**src/rtl/mem_port_arbiter_if.sv**
```systemverilog
// Bundles the requester-side and memory-side handshake signals of the shared
// backing-memory port. The arbiter takes the slave view; requesters plus the
// memory model take the master view.
interface mem_port_arbiter_if #(
    parameter int unsigned NUM_REQ = 3,
    parameter int unsigned ADDR_W  = 32,
    parameter int unsigned CL_SIZE = 128
);
    logic [NUM_REQ-1:0]         req_valid;
    logic [NUM_REQ-1:0]         req_is_write;
    logic [NUM_REQ*ADDR_W-1:0]  req_addr;
    logic [NUM_REQ*CL_SIZE-1:0] req_wdata;
    logic [NUM_REQ-1:0]         req_ready;

    logic                       mem_req_valid;
    logic                       mem_req_ready;
    logic [ADDR_W-1:0]          mem_addr;
    logic                       mem_is_write;
    logic [CL_SIZE-1:0]         mem_wdata;
    logic                       mem_resp_valid;
    logic [CL_SIZE-1:0]         mem_resp_data;

    logic [NUM_REQ-1:0]         resp_valid;
    logic [CL_SIZE-1:0]         resp_data;
    logic                       resp_err;
    logic                       busy;

    modport master (
        output req_valid, req_is_write, req_addr, req_wdata,
        output mem_req_ready, mem_resp_valid, mem_resp_data,
        input  req_ready, mem_req_valid, mem_addr, mem_is_write, mem_wdata,
        input  resp_valid, resp_data, resp_err, busy
    );

    modport slave (
        input  req_valid, req_is_write, req_addr, req_wdata,
        input  mem_req_ready, mem_resp_valid, mem_resp_data,
        output req_ready, mem_req_valid, mem_addr, mem_is_write, mem_wdata,
        output resp_valid, resp_data, resp_err, busy
    );
endinterface

```
**src/rtl/mem_port_arbiter.sv**
```systemverilog
// Shares one backing-memory port between the I$ even bank, I$ odd bank and
// D$ miss requesters. Round-robin grant, one transaction in flight, response
// routed back to the owner, timeout guard while waiting on memory.
module mem_port_arbiter #(
    parameter int unsigned NUM_REQ = 3,
    parameter int unsigned ADDR_W  = 32,
    parameter int unsigned CL_SIZE = 128,
    parameter int unsigned TIMEOUT = 255
) (
    input  logic              clk,
    input  logic              rst,
    mem_port_arbiter_if.slave bus
);
    localparam int unsigned PTR_W = (NUM_REQ > 1) ? $clog2(NUM_REQ) : 1;
    localparam int unsigned CNT_W = (TIMEOUT > 1) ? $clog2(TIMEOUT) : 1;
    localparam logic [PTR_W-1:0] LAST_IDX = PTR_W'(NUM_REQ - 1);
    localparam logic [CNT_W-1:0] CNT_LAST = CNT_W'(TIMEOUT - 1);

    typedef enum logic [1:0] {
        ST_IDLE  = 2'd0,
        ST_ISSUE = 2'd1,
        ST_WAIT  = 2'd2,
        ST_RESP  = 2'd3
    } state_t;

    state_t               state_q, state_d;
    logic [PTR_W-1:0]     rr_ptr_q;
    logic [PTR_W-1:0]     owner_q;
    logic [CNT_W-1:0]     cnt_q;
    logic [ADDR_W-1:0]    addr_q;
    logic                 is_write_q;
    logic [CL_SIZE-1:0]   wdata_q;
    logic [CL_SIZE-1:0]   resp_data_q;
    logic                 resp_err_q;

    logic                 grant_valid;
    logic [PTR_W-1:0]     grant_idx;
    logic [ADDR_W-1:0]    sel_addr;
    logic [CL_SIZE-1:0]   sel_wdata;
    int unsigned          scan;
    logic [PTR_W-1:0]     scan_idx;
    logic                 timeout_hit;

    assign timeout_hit = (cnt_q == CNT_LAST);

    // Round-robin pick: first valid requester starting at rr_ptr, wrapping.
    always_comb begin
        grant_valid = 1'b0;
        grant_idx   = '0;
        scan        = 0;
        scan_idx    = '0;
        for (int unsigned i = 0; i < NUM_REQ; i++) begin
            scan = 32'(rr_ptr_q) + i;
            if (scan >= NUM_REQ) begin
                scan = scan - NUM_REQ;
            end
            scan_idx = PTR_W'(scan);
            if (!grant_valid && bus.req_valid[scan_idx]) begin
                grant_valid = 1'b1;
                grant_idx   = scan_idx;
            end
        end
    end

    // Select the granted requester's address and writeback line.
    always_comb begin
        sel_addr  = '0;
        sel_wdata = '0;
        for (int unsigned i = 0; i < NUM_REQ; i++) begin
            if (grant_idx == PTR_W'(i)) begin
                sel_addr  = bus.req_addr[i*ADDR_W +: ADDR_W];
                sel_wdata = bus.req_wdata[i*CL_SIZE +: CL_SIZE];
            end
        end
    end

    // State register.
    always_ff @(posedge clk or posedge rst) begin
        if (rst) begin
            state_q <= ST_IDLE;
        end else begin
            state_q <= state_d;
        end
    end

    // Next-state logic; a memory response beats a coincident timeout.
    always_comb begin
        state_d = state_q;
        case (state_q)
            ST_IDLE:  if (grant_valid) state_d = ST_ISSUE;
            ST_ISSUE: if (bus.mem_req_ready) state_d = ST_WAIT;
            ST_WAIT:  if (bus.mem_resp_valid || timeout_hit) state_d = ST_RESP;
            ST_RESP:  state_d = ST_IDLE;
            default:  state_d = ST_IDLE;
        endcase
    end

    // Request latch, wait counter, response capture and pointer advance.
    always_ff @(posedge clk or posedge rst) begin
        if (rst) begin
            rr_ptr_q    <= '0;
            owner_q     <= '0;
            cnt_q       <= '0;
            addr_q      <= '0;
            is_write_q  <= 1'b0;
            wdata_q     <= '0;
            resp_data_q <= '0;
            resp_err_q  <= 1'b0;
        end else begin
            case (state_q)
                ST_IDLE: begin
                    if (grant_valid) begin
                        owner_q    <= grant_idx;
                        addr_q     <= sel_addr;
                        is_write_q <= bus.req_is_write[grant_idx];
                        wdata_q    <= sel_wdata;
                    end
                end
                ST_ISSUE: begin
                    if (bus.mem_req_ready) begin
                        cnt_q <= '0;
                    end
                end
                ST_WAIT: begin
                    cnt_q <= cnt_q + CNT_W'(1);
                    if (bus.mem_resp_valid) begin
                        resp_data_q <= bus.mem_resp_data;
                        resp_err_q  <= 1'b0;
                    end else if (timeout_hit) begin
                        resp_data_q <= '0;
                        resp_err_q  <= 1'b1;
                    end
                end
                ST_RESP: begin
                    rr_ptr_q <= (owner_q == LAST_IDX) ? '0 : owner_q + PTR_W'(1);
                end
                default: ;
            endcase
        end
    end

    // Outputs decoded from state and latched fields; req_ready held low in reset.
    always_comb begin
        bus.req_ready = '0;
        if (state_q == ST_IDLE && grant_valid && !rst) begin
            bus.req_ready[grant_idx] = 1'b1;
        end
        bus.mem_req_valid = (state_q == ST_ISSUE);
        bus.mem_addr      = addr_q;
        bus.mem_is_write  = is_write_q;
        bus.mem_wdata     = wdata_q;
        bus.resp_valid    = '0;
        if (state_q == ST_RESP) begin
            bus.resp_valid[owner_q] = 1'b1;
        end
        bus.resp_data = resp_data_q;
        bus.resp_err  = resp_err_q;
        bus.busy      = (state_q != ST_IDLE);
    end
endmodule

```
**src/flat_wrapper.sv**
```systemverilog
// flat-port wrapper written by rule: the top's interface ports become plain ports
module mem_port_arbiter_flat 
#(
    parameter int unsigned NUM_REQ = 3,
    parameter int unsigned ADDR_W  = 32,
    parameter int unsigned CL_SIZE = 128,
    parameter int unsigned TIMEOUT = 255
)
  (clk, rst, bus_req_valid, bus_req_is_write, bus_req_addr, bus_req_wdata, bus_mem_req_ready, bus_mem_resp_valid, bus_mem_resp_data, bus_req_ready, bus_mem_req_valid, bus_mem_addr, bus_mem_is_write, bus_mem_wdata, bus_resp_valid, bus_resp_data, bus_resp_err, bus_busy);
  mem_port_arbiter_if #(.NUM_REQ(NUM_REQ), .ADDR_W(ADDR_W), .CL_SIZE(CL_SIZE)) bus_i ();
  input  logic clk;
  input  logic rst;
  input wire logic [$bits(bus_i.req_valid)-1:0] bus_req_valid;
  input wire logic [$bits(bus_i.req_is_write)-1:0] bus_req_is_write;
  input wire logic [$bits(bus_i.req_addr)-1:0] bus_req_addr;
  input wire logic [$bits(bus_i.req_wdata)-1:0] bus_req_wdata;
  input wire logic [$bits(bus_i.mem_req_ready)-1:0] bus_mem_req_ready;
  input wire logic [$bits(bus_i.mem_resp_valid)-1:0] bus_mem_resp_valid;
  input wire logic [$bits(bus_i.mem_resp_data)-1:0] bus_mem_resp_data;
  output wire logic [$bits(bus_i.req_ready)-1:0] bus_req_ready;
  output wire logic [$bits(bus_i.mem_req_valid)-1:0] bus_mem_req_valid;
  output wire logic [$bits(bus_i.mem_addr)-1:0] bus_mem_addr;
  output wire logic [$bits(bus_i.mem_is_write)-1:0] bus_mem_is_write;
  output wire logic [$bits(bus_i.mem_wdata)-1:0] bus_mem_wdata;
  output wire logic [$bits(bus_i.resp_valid)-1:0] bus_resp_valid;
  output wire logic [$bits(bus_i.resp_data)-1:0] bus_resp_data;
  output wire logic [$bits(bus_i.resp_err)-1:0] bus_resp_err;
  output wire logic [$bits(bus_i.busy)-1:0] bus_busy;
  assign bus_i.req_valid = bus_req_valid;
  assign bus_i.req_is_write = bus_req_is_write;
  assign bus_i.req_addr = bus_req_addr;
  assign bus_i.req_wdata = bus_req_wdata;
  assign bus_i.mem_req_ready = bus_mem_req_ready;
  assign bus_i.mem_resp_valid = bus_mem_resp_valid;
  assign bus_i.mem_resp_data = bus_mem_resp_data;
  assign bus_req_ready = bus_i.req_ready;
  assign bus_mem_req_valid = bus_i.mem_req_valid;
  assign bus_mem_addr = bus_i.mem_addr;
  assign bus_mem_is_write = bus_i.mem_is_write;
  assign bus_mem_wdata = bus_i.mem_wdata;
  assign bus_resp_valid = bus_i.resp_valid;
  assign bus_resp_data = bus_i.resp_data;
  assign bus_resp_err = bus_i.resp_err;
  assign bus_busy = bus_i.busy;
  mem_port_arbiter #(.NUM_REQ(NUM_REQ), .ADDR_W(ADDR_W), .CL_SIZE(CL_SIZE), .TIMEOUT(TIMEOUT)) u_core (.clk(clk), .rst(rst), .bus(bus_i));
endmodule
```
**config.mk**
```make
export PLATFORM = sky130hd
export DESIGN_NAME = mem_port_arbiter_flat
export DESIGN_NICKNAME = d
export VERILOG_FILES = /design/src/rtl/mem_port_arbiter_if.sv /design/src/rtl/mem_port_arbiter.sv /design/src/flat_wrapper.sv
export SDC_FILE = /design/constraint.sdc
export NUM_CORES = 1
export LEC_CHECK = 0
export BUFFER_PORTS_ARGS = -buffer_cell sky130_fd_sc_hd__buf_2
export CAP_MARGIN = 10
export CORE_AREA = 4 4 353 355
export CTS_BUF_LIST = sky130_fd_sc_hd__clkbuf_4
export DETAILED_ROUTE_END_ITERATION = 8
export DIE_AREA = 0 0 357 359
export PLACE_DENSITY = 0.41
export SLEW_MARGIN = 20
export SYNTH_ARGS = -nofsm -noshare
export SYNTH_HDL_FRONTEND = slang
export SYNTH_SLANG_ARGS = --single-unit
```
**constraint.sdc**
```tcl
create_clock -name clk -period 9.9 [get_ports clk]
set_input_delay 1.98 -clock clk [delete_from_list [all_inputs] [get_ports clk]]
set_output_delay 1.98 -clock clk [all_outputs]
set_load 0.02 [all_outputs]
```
Word level (Yosys, flattened, before mapping)
Cells that the tools add are included.

operators by class
  add/subtract/negate cells = 7
  order comparisons = 10
  mux-type cells = 40
  reductions and logical operators = 19
  equal/unequal tests = 10

operators with widths
  kind                 number
  $mux 128             5
  $mux 32              3
  $mux 2               10
  $pmux 8 s2           1
  $lt 2x3->1 const B   5
  $mux 1               11
  $add 8x1->8 const B  1
  $bmux 1 s2           4
  $eq 2x2->1 const B   4
  $eq 8x8->1 const B   1
  $mux 8               1
  $pmux 2 s4           1
  $ge 3x2->1 const B   2
  $logic_and 1x1->1    6
  $mux 3               2
  $reduce_and 2->1     3
  $reduce_bool 2->1    3
  $sub 2x2->2 const B  3
  $demux 1 s2          2
  $eq 2x1->1 const B   2
  $ge 2x1->1 const B   2
  $logic_not 2->1      2
  $ne 2x1->1 const B   2
  $add 2x1->3 const B  1
  7 further kinds      9

word-level totals
  register bits = 304

Logic depth before layout (Yosys ltp)
Gate-level depths: netlist (run 1).

  depth in word-level cells = 16
  depth in mapped cells = 11
  mapped depth without buffers = 7

Least setup slack after synthesis (run 1)
Ideal clock, no wire load.

  kind = in2out
  start = in bus_req_valid[0]
  end = out bus_req_ready[0]
  stages = 8
  slack = 4.283 ns
  arrival = 3.637 ns
  buffers on the path = 4
  cell sequence = a21bo_1 > o211a_1 > buf_4 > a32o_1 > buf_4 > buf_6 > buf_6 > nor4_2

between the ends
  word-level cells in the longest chain between the ends = 14
  elaborated cells between the ends (all ways) = 24
  classes of those cells = 2 x order compare; 15 x mux; 7 x reduce/logical

ends and longest elaborated chain
  what                                                                   RTL line                 source
  from (decl)                                                            flat_wrapper.sv:13       input wire logic [$bits(bus_i.req_valid)-1:0] bus_req_valid;
  $bmux 1 s2                                                             mem_port_arbiter.sv:58   if (!grant_valid && bus.req_valid[scan_idx]) begin
  $mux 1 (not written as such)                                           mem_port_arbiter.sv:58
  $mux 1                                                                 mem_port_arbiter.sv:58
  $logic_not 1->1                                                        mem_port_arbiter.sv:58
  $logic_and 1x1->1                                                      mem_port_arbiter.sv:58
  $mux 1                                                                 mem_port_arbiter.sv:58
  $logic_not 1->1                                                        mem_port_arbiter.sv:58
  $logic_and 1x1->1                                                      mem_port_arbiter.sv:58
  $mux 2                                                                 mem_port_arbiter.sv:58
  $lt 2x3->1 (not written as such) / $ge 2x1->1 (equally long branches)  mem_port_arbiter.sv:146  bus.req_ready[grant_idx] = 1'b1;
  $logic_and 1x1->1 (not written as such)                                mem_port_arbiter.sv:146
  $mux 1 (not written as such)                                           mem_port_arbiter.sv:146
  $demux 1 s2                                                            --
  $mux 3 (*)                                                             mem_port_arbiter.sv:145  if (state_q == ST_IDLE && grant_valid && !rst) begin
  to (decl)                                                              flat_wrapper.sv:20       output wire logic [$bits(bus_i.req_ready)-1:0] bus_req_ready;

Mark *: on every way between the ends. The rest lies on a longest branch, timed or not. The select of a mux whose other input is x is not followed.

Final worst setup path (run 1)
  start = in bus_req_valid[0]
  end = out bus_req_ready[2]

The elaborated chain is that of the path after synthesis.

==> flow_summary.yaml, run 1 <==
clock_tree:
  clkSinkCount: 304
  post-cts-setup-buffers: 0
  cts_buffer_depth: 3
  cts.htree.levels: 3
  cts.repair.resized: 0
  path_clk_slew_ns: 0.06
  numCtsBuffers: 97
  cts_root_buffer: "clkbuf_4"
  hold_buffers: 0
  clkLatencyLatePin_ns: 0.96
  cts_tree: "yes"
timing:
  maxSlewViolCount: 0
  period_share_pct: 64.0
  finalHoldViolCount: 0
  min_period_ns: 6.34
  skew_ns: 0.0773
  tightest_slew_ns: 1.06
  maxSlewHeadroom_pct: 29.4
  max_freq_mhz: 158
  grt_setup_unrepaired: "no"
  finalSetupTns_ns: 0
  setup-violations-final: 0
die:
  dieHeight_um: 359
  rows: 128
  die_w_um: 357
  ioPinCount: 916
  core_area_um2: 121000
  start_util_pct: 12.2
  dieArea_um2: 128000
critical_path:
  crit_type: "in -> out"
  crit_path_end_kind: "output pin"
  r2r-start: "u_core.rr_ptr_q[0]"
  required_ns: 7.92
  setup.worst_path.start: "bus_req_valid[0]"
  arrival_ns: 4.36
  crit_path_start_kind: "primary input"
  crit_fanout: 55
route:
  firstDrtPassIters: 6
  wl_per_cell_um: 22.1
  vias_per_cell: 3.85
  vias: 15400
  routed_wl_mm: 88.2
  ant_nets: 0
  drc_errors: 0
  drt_iter0_drc: 990
yosys:
  postSynth.asyncResetShare_pct: 100
  syn_area_per_cell_um2: 10.9
  synth_cell_type_count: 50
  yosys.area_share.adder_pct: 0.929
  yosys_warnings: 0
  yosys-mux-area-fraction_pct: 7.55
  synthSimpleGateAreaFrac_pct: 11.9
  netlist_instances: 1364
  synthFlopType: "dfrtp_1"
  ys_ff_latch: 304
  yosysSeqAreaShare_pct: 51.4
  synth_top_family_by_area: "compound AO/OA/AOI/OAI gates"
  synth_xor_area_share_pct: 0.177
  syn-num-nets: 1993
  synth-edff-count: 0
  syn-cell-area_um2: 14800
  synth_compound_area_share_pct: 23.4
min_path:
  hp-class: "reg -> reg"
  hp-start: "u_core.bus.mem_wdata[46]"
global_routing:
  antenna_found_initial: 77
  grt_pass1_vias: 15700
  grt_max_degree: 118
  track_usage_pct: 13.1
  grt_pass1_wl_mm: 120
  overflow: 0
placed_design:
  hpwlAfterDp_mm: 67.5
  port_buffers: 915
  gp_congestion: 0.843
status:
  status: "finished, final reports clean"
final_layout:
  nFillCells: 13800
  drive_gt1_share_pct: 49.3
  area_growth_syn_to_layout_pct: 50.8
  finish.net_count: 2898
  post-route-util_pct: 18.4
job:
  cap_violations: 0
power:
  ir_drop_mv: 0.127
  leakagePower_nw: 10.7
  p_per_area_nw_per_um2: 346
## area by class of cell
| class | instances | area (um^2) | area share [%] |
|---|---|---|---|
| timing repair buffer | 936 | 4760 | 21.3 |
| multi-input combinational | 919 | 6600 | 29.6 |
| clock buffer | 141 | 1060 | 4.74 |
| antenna | 30 | 75.1 | 0.336 |
| clock inverter | 30 | 154 | 0.689 |
| tap | 1625 | 2030 | 9.10 |
| sequential | 304 | 7610 | 34.1 |
| inverter | 11 | 45.0 | 0.202 |
## registers in the layout, summed over array words and instances, names as in the netlist
register,cells
u_core.bus.mem_addr,32
u_core.cnt_q,8
u_core.bus.mem_is_write,1
u_core.bus.resp_err,1
u_core.rr_ptr_q,2
u_core.state_q,2
u_core.bus.resp_data,128
u_core.owner_q,2
u_core.bus.mem_wdata,128
## placed cells by master (no fill, tap or decap), types with 8 or more instances in the layout
cell,netlist,routed
nand2_1,173,172
mux2i_1,108,108
o21ai_1,80,80
nor2b_1,42,42
clkinv_1,0,18
o211ai_1,106,106
o21ai_0,33,33
nor2_1,8,8
clkbuf_4,0,141
buf_2,33,915
inv_1,11,10
nand3_1,111,111
a22o_1,130,130
and2b_1,12,12
diode_2,0,30
dfrtp_1,304,304
buf_4,12,19
ha_1,11,11
a221oi_2,50,49
## worst paths after layout
kind                       depth (start not counted)  slack (ns)                         to
max in group asynchronous                          4        6.84   u_core.bus.resp_data[62]
min in group asynchronous                          2        1.05   u_core.bus.mem_wdata[24]
setup / recovery                                   8        3.56           bus_req_ready[2]
setup reg to reg                                  10        6.02  u_core.bus.mem_wdata[118]
hold reg to reg                                    2        0.48   u_core.bus.mem_wdata[46]
hold / removal                                     2        0.48   u_core.bus.mem_wdata[46]
## routing by layer
metal / share of wire [%] / wire length [um] / global-route usage (%) / up-vias
li1: - / - / - / 6993
met1: 37 / 33000 / 14.3 / 7438
met2: 49 / 43400 / 22.2 / 734
met3: 9.9 / 8780 / 5.39 / 195
met4: 3.3 / 2900 / 5.72 / 20
met5: 0.16 / 138 / 0 / -
## where the power goes
group	total, mW	internal [mW]	switching (mW)
registers	2.20	1.85	0.350
logic	4.21	1.40	2.81
clock network	1.31	0.657	0.656
## metrics by stage
step | cell area [um^2] | hold slack [ns] | power, mW | setup WS [ns] | instances
after floorplan | 14800 | 0.479 | 4.86 | 3.88 | 1364
after global placement | 21000 | 0.466 | 6.50 | 3.53 | 3795
after detailed placement | 21000 | 0.471 | 6.52 | 3.60 | 3795
after CTS | 22300 | 0.484 | 7.92 | 3.58 | 3966
after global routing | 22300 | 0.508 | 8.27 | 3.50 | 3982
final | 22300 | 0.479 | 7.72 | 3.56 | 3996
## cells in the mapped netlist (3+ instances only)
master	number	area [um^2]
dfrtp_1	304	7610
nand2_1	173	649
a22o_1	130	1140
nand3_1	111	556
mux2i_1	108	1080
o211ai_1	106	796
o21ai_1	80	400
clkbuf_1	71	267
a221oi_2	50	751
nor2b_1	42	263
buf_2	33	165
o21ai_0	33	165
and2b_1	12	90.1
buf_4	12	90.1
ha_1	11	138
inv_1	11	41.3
buf_6	10	113
nor2_1	8	30.0
nand2b_1	7	43.8
a221oi_1	5	43.8
buf_1	4	15.0
xor2_1	3	26.3
## critical path, stage by stage
cell      delay, ns
buf_2          0.13
mux2_4         0.29
a221oi_4       0.26
buf_4          0.59
a21oi_2        0.08
buf_4          0.24
nor3_1         0.49
buf_2          0.29
## cells by family (layout without fill, tap and decap cells)
logic type                 count (synthesis)  count (layout)
DFF                                      304             304
muxes                                    111             111
adders and majority gates                 11              11
AOI/OAI and AO/OA                        424             424
buffers and inverters                    141            1118
and+or+nand+nor                          370             370
other                                      0              30
xor gates and xnor gates                   3               3
Power figures use the tool's default switching activity.
==> run 2, diff against run 1 <==
Settings changed: PLACE_DENSITY 0.41 to 0.4.
Clock period 9.9 ns to 6.29 ns, I/O delays scaled along.
==> run 2 against run 1 <==
Clock skew grew 0.025 ns. Power grew 58%. Via count shrank 0.32%. Utilization grew 0.067 points. Sequential share of layout area shrank 0.12 points. Die area is the same. Final cell count is essentially flat. First-iteration DRC count shrank 23%.
==> flow_summary.yaml, run 2 (synthesized netlist as in run 1, its figures left out) <==
status:
  status: "finished, final reports clean"
power:
  seqPwrFrac_pct: 28.1
  p_int_mw: 6.24
  power_frac_clock_pct: 17.5
  switching_power_mw: 5.97
  ir_drop_mv: 0.427
  swShare_pct: 48.9
  p_per_area_nw_per_um2: 544
  comb_power_share_pct: 54.4
  leakagePower_nw: 10.8
  finalPower_mw: 12.2
final_layout:
  mostFrequentLayoutCell: "buf_2"
  finish.net_count: 2907
  layout_common_cells: "buf_2 (915), dfrtp_1 (304), nand2_1 (172), clkbuf_4 (145), a22o_1 (130)"
  drive_gt1_share_pct: 49.4
  post-route-util_pct: 18.5
  regArea_um2: 7610
  area_growth_syn_to_layout_pct: 51.4
  multi_input_comb_area_um2: 6600
  nFillCells: 13800
route:
  vias_per_cell: 3.84
  drt_iter0_drc: 759
  wl_per_cell_um: 22.3
  vias: 15300
  routed_wl_mm: 89.0
  ant_nets: 0
  drc_errors: 0
  firstDrtPassIters: 5
placed_design:
  hpwlAfterDp_mm: 67.8
  gp_congestion: 0.856
  port_buffers: 915
clock_tree:
  cts.htree.levels: 3
  path_clk_slew_ns: 0.07
  hold_buffers: 0
  cts_buffer_depth: 3
  cts_root_buffer: "clkbuf_4"
  cts.repair.resized: 0
  cts_tree: "yes"
  numCtsBuffers: 103
  clkLatencyLatePin_ns: 0.97
  post-cts-setup-buffers: 0
  clkSinkCount: 304
timing:
  tightest_slew_ns: 1.07
  holdWs_ns: 0.365
  setup-violations-final: 0
  finalHoldViolCount: 0
  maxSlewHeadroom_pct: 28.5
  maxSlewViolCount: 0
  min_period_ns: 4.87
  period_share_pct: 77.5
  skew_ns: 0.103
  finalSetupTns_ns: 0
  max_freq_mhz: 205
  grt_setup_unrepaired: "no"
critical_path:
  crit_end: "bus_req_ready[0]"
  required_ns: 5.03
  reg2reg_depth: 8
  r2r_setup_slack_ns: 2.65
  crit_fanout: 20
  crit_path_end_kind: "output pin"
  crit_path_start_kind: "flop"
  r2r-start: "u_core.rr_ptr_q[0]"
  timing.rr.end: "u_core.bus.mem_wdata[108]"
  setup.worst_path.start: "u_core.rr_ptr_q[0]"
  crit_type: "reg -> out"
  arrival_ns: 3.62
die:
  dieArea_um2: 128000
  rows: 128
  core_area_um2: 121000
  ioPinCount: 916
  start_util_pct: 12.2
  dieHeight_um: 359
  die_w_um: 357
global_routing:
  grtUsageMet3_pct: 5.22
  overflow: 0
  use_met2_pct: 21.9
  antenna_found_initial: 70
  top_usage_layer: "met2"
  grt_max_degree: 130
  use_met1_pct: 14.7
  grt_pass1_wl_mm: 122
  grt_pass1_vias: 15900
  track_usage_pct: 13.3
job:
  cap_violations: 0
min_path:
  hp-class: "in -> async"
run 2: cell count changes in the layout (fill, tap and decap cells not counted):
cell,before,now
buf_4,19,18
clkinvlp_4,3,2
inv_6,3,1
clkinv_4,1,2
buf_12,2,6
bufinv_16,0,1
clkinv_2,5,3
inv_2,0,1
clkbuf_4,141,145
inv_8,1,0
diode_2,30,23
run 2: worst min-delay path by stage:
stage / slack [ns] / end / startpoint / depth (start not counted)
finish: 0.36 / u_core.bus.mem_wdata[15] / rst / 2
global route: 0.21 / u_core.bus.mem_wdata[15] / rst / 2
CTS: 0.12 / u_core.bus.mem_wdata[15] / rst / 2
detailed placement: 0.47 / u_core.bus.mem_wdata[63] / u_core.bus.mem_wdata[63] / 2
global placement: 0.46 / u_core.bus.mem_wdata[63] / u_core.bus.mem_wdata[63] / 2
floorplan: 0.48 / u_core.owner_q[0] / u_core.owner_q[0] / 2
run 2: routing by layer:
metal  vias up  wire [um]
li1       6984          -
met1      7363      33800
met2       746      43000
met4        24       3540
met5         -        159
met3       214       8490
run 2: area by class of cell:
cell class	instances	area share [%]
sequential	304	33.9
multi-input combinational	919	29.4
timing repair buffer	939	21.6
tap	1625	9.07
clock buffer	145	4.86
clock inverter	27	0.670
antenna	23	0.257
inverter	11	0.201
run 2: worst max-delay path, cell delays in order (launching register included):
cell     delay (ns)
dfrtp_1        0.38
inv_1          0.09
ha_1           0.38
a21bo_1        0.22
o211a_1        0.39
a32o_4         0.55
nor4_2         0.36
buf_2          0.24
run 2: metrics by stage:
stage          setup WS (ns)  instance area, um^2  std cells
5_1_grt                 1.14                22400       3984
3_3_place_gp            1.91                21100       3798
4_1_cts                 1.15                22400       3970
3_5_place_dp            1.89                21100       3798
2_1_floorplan          0.989                14800       1364
6_report                1.42                22400       3993
run 2: power groups by stage:
stage	Clock [mW]	Combinational, mW	Sequential (mW)
finish	2.13	6.64	3.43
global route	2.37	7.18	3.55
CTS	2.27	6.78	3.43
detailed placement	0	6.76	3.45
global placement	0	6.76	3.45
floorplan	0	3.15	4.50
==> run 3, diff against run 2 <==
Settings changed: ABC_AREA set to 1, CORE_AREA 4 4 353 355 to 4 4 359 361, DIE_AREA 0 0 357 359 to 0 0 363 365.
Clock period 6.29 ns to 4.62 ns, I/O delays scaled along.
==> run 3 against run 2 <==
Clock-buffer cell count down 20. Register-to-register slack lost 1.3 ns. Area after synthesis grew 3.2%. Global-route usage up 0.85 points. Final cell count rose by 18%. Wire length rose by 9.9%. Worst setup slack got worse by 0.99 ns. Via count is 15% higher. Die area grew 3.4%. Critical path type unchanged.
==> flow_summary.yaml, run 3 <==
critical_path:
  path_delay_family: "simple AND/OR/NAND/NOR gates"
  path_common_cell: "nand2_1"
  required_ns: 3.70
  cp_slowest_cell: "dfrtp_1"
  slowest_delay_ns: 0.40
  crit_path_end_kind: "output pin"
  crit_path_start_kind: "flop"
  crit_fanout: 49
  crit_type: "reg -> out"
  worst-path-buf-inv: 4
  r2r-start: "u_core.rr_ptr_q[1]"
  cp_cell_sequence: "inv_1 > ha_1 > inv_2 > nand2_1 > nand3_1 > nand2_1 > nand4_2 > nand2_2 > inv_8 > nor2_1 > buf_2"
  arrival_ns: 3.27
  setup.worst_path.start: "u_core.rr_ptr_q[1]"
final_layout:
  drive_gt1_share_pct: 36.6
  area_growth_syn_to_layout_pct: 53.9
  stdcell_area_um2: 23500
  layout_common_cells: "buf_2 (915), nand2_1 (785), dfrtp_1 (304), nor2_1 (240), nand3_1 (199)"
  mostFrequentLayoutCell: "buf_2"
  finish.net_count: 3573
  final_cells: 4694
route:
  drc_errors: 0
  ant_nets: 0
  firstDrtPassIters: 5
  routed_wl_mm: 97.8
  vias_per_cell: 3.77
  wl_per_cell_um: 20.8
  vias: 17700
  drt_iter0_drc: 1059
power:
  comb_power_share_pct: 60.7
  seqPwrFrac_pct: 25.0
  leakagePower_nw: 13.0
  power_frac_clock_pct: 14.3
  p_int_mw: 8.72
  p_per_area_nw_per_um2: 801
  switching_power_mw: 10.1
  finalPower_mw: 18.8
  ir_drop_mv: 0.300
  swShare_pct: 53.7
placed_design:
  gp_congestion: 0.827
  port_buffers: 915
  placed_area_um2: 21700
  dpl.cell_count: 4432
  hpwlAfterDp_mm: 78.3
yosys:
  synth_area_leaders: "dfrtp_1 (50%), nand2_1 (19%), a22o_1 (7.3%)"
  synth-edff-count: 0
  yosys_warnings: 0
  synth_cell_type_count: 30
  syn-cell-area_um2: 15300
  synthFlopType: "dfrtp_1"
  syn_area_per_cell_um2: 7.76
  yosys-top-cells-count: "nand2_1 (787), dfrtp_1 (304), nor2_1 (241), nand3_1 (199), a22o_1 (128)"
  yosysTopAreaCell: "dfrtp_1"
  ys_ff_latch: 304
  synth.most_common_cell: "nand2_1"
  synth_top_area_share_pct: 49.8
  netlist_instances: 1969
  syn-num-nets: 2598
  yosysSeqAreaShare_pct: 49.8
  postSynth.asyncResetShare_pct: 100
die:
  rows: 130
  ioPinCount: 916
  dieArea_um2: 132000
  core_area_um2: 125000
  start_util_pct: 12.2
  dieHeight_um: 365
  die_w_um: 363
global_routing:
  overflow: 0
  grt_pass1_vias: 17800
  grt_pass1_wl_mm: 134
  track_usage_pct: 14.1
  grt_max_degree: 153
  antenna_found_initial: 100
clock_tree:
  clkLatencyLatePin_ns: 1.01
  clkSinkCount: 304
  cts_tree: "yes"
  numCtsBuffers: 96
  cts.repair.resized: 0
  hold_buffers: 64
  cts_buffer_depth: 3
  post-cts-setup-buffers: 0
  cts_root_buffer: "clkbuf_4"
  path_clk_slew_ns: 0.07
  cts.htree.levels: 3
timing:
  max_freq_mhz: 239
  grt_setup_unrepaired: "no"
  maxSlewViolCount: 0
  min_period_ns: 4.19
  finalHoldViolCount: 0
  maxSlewHeadroom_pct: 29.1
  tightest_slew_ns: 1.06
  period_share_pct: 90.7
  setup-violations-final: 0
  skew_ns: 0.132
job:
  cap_violations: 0
min_path:
  hp-class: "in -> reg"
  hp-start: "bus_mem_resp_data[117]"
status:
  status: "finished, final reports clean"
==> run 3: worst paths after layout <==
| path | endpoint | slack (ns) | cells past startpoint |
|---|---|---|---|
| worst min register to register | u_core.bus.mem_addr[5] | 0.47 | 2 |
| worst max-delay path | bus_req_ready[2] | 0.43 | 11 |
| max in group asynchronous | u_core.cnt_q[2] | 2.25 | 5 |
| worst min-delay path | u_core.bus.resp_data[117] | 0.20 | 2 |
| worst max register to register | u_core.bus.mem_wdata[84] | 1.34 | 14 |
| min in group asynchronous | u_core.bus.mem_wdata[106] | 0.49 | 3 |
==> run 3: logic make-up (layout without fill, tap and decap cells) <==
kind of cell / count (synthesis) / count (layout) / share of synthesized area [%]
buffers and inverters: 192 / 1229 / 5.80
and+or+nand+nor: 1316 / 1316 / 35.4
DFF: 304 / 304 / 49.8
AOI/OAI and AO/OA: 146 / 146 / 8.06
other: 0 / 38 / 0
adders and majority gates: 11 / 11 / 0.901
==> run 3: routing by layer <==
| metal | global-route usage, % | vias up | share of wire, % |
|---|---|---|---|
| met5 | 0 | - | 0.24 |
| met4 | 4.50 | 34 | 2.9 |
| met3 | 5.67 | 217 | 9.6 |
| met2 | 23.8 | 796 | 48 |
| met1 | 16.3 | 8209 | 39 |
| li1 | - | 8423 | - |
==> run 3: power by group through the flow <==
stage / Clock (mW) / Combinational (mW) / Sequential (mW)
floorplan: 0 / 5.64 / 6.06
global placement: 0 / 11.7 / 4.76
detailed placement: 0 / 11.8 / 4.73
CTS: 2.86 / 11.8 / 4.71
global route: 3.00 / 12.7 / 4.87
finish: 2.69 / 11.4 / 4.71
==> run 3: per-stage QoR <==
| stage | hold slack, ns | setup TNS, ns | worst slack, ns | utilization (%) |
|---|---|---|---|---|
| 3_3_place_gp | 0.457 | 0 | 1.10 | 17.3 |
| 4_1_cts | 0.000592 | 0 | 0.169 | 18.7 |
| 3_5_place_dp | 0.460 | 0 | 1.14 | 17.3 |
| 2_1_floorplan | 0.485 | -114.90 | -2.22 | - |
| 5_1_grt | 0.0273 | 0 | 0.0307 | 18.7 |
| 6_report | 0.204 | 0 | 0.430 | 18.8 |
==> run 3: cell type report <==
class / instances / area [um^2]
diodes: 38 / 95.1
clock buffers: 125 / 938
clock inverters: 35 / 191
fillers: 14400 / 102000
inverters: 58 / 241
multi-input cells: 1473 / 6810
flip-flops and latches: 304 / 7610
well taps: 1650 / 2060
repair buffers: 1011 / 5570
==> run 3: worst register-to-register path, cell delays in order (launching register included) <==
cell and delay [ns]:
dfrtp_1 0.38, inv_1 0.09, ha_1 0.23, inv_2 0.12, nand2_1 0.08, nand3_1 0.10, nand2_1 0.14, nand4_2 0.14
nand2_2 0.28, inv_8 0.41, buf_12 0.33, buf_4 0.34, nand3_1 0.32, nand2_1 0.16, nand2_1 0.06
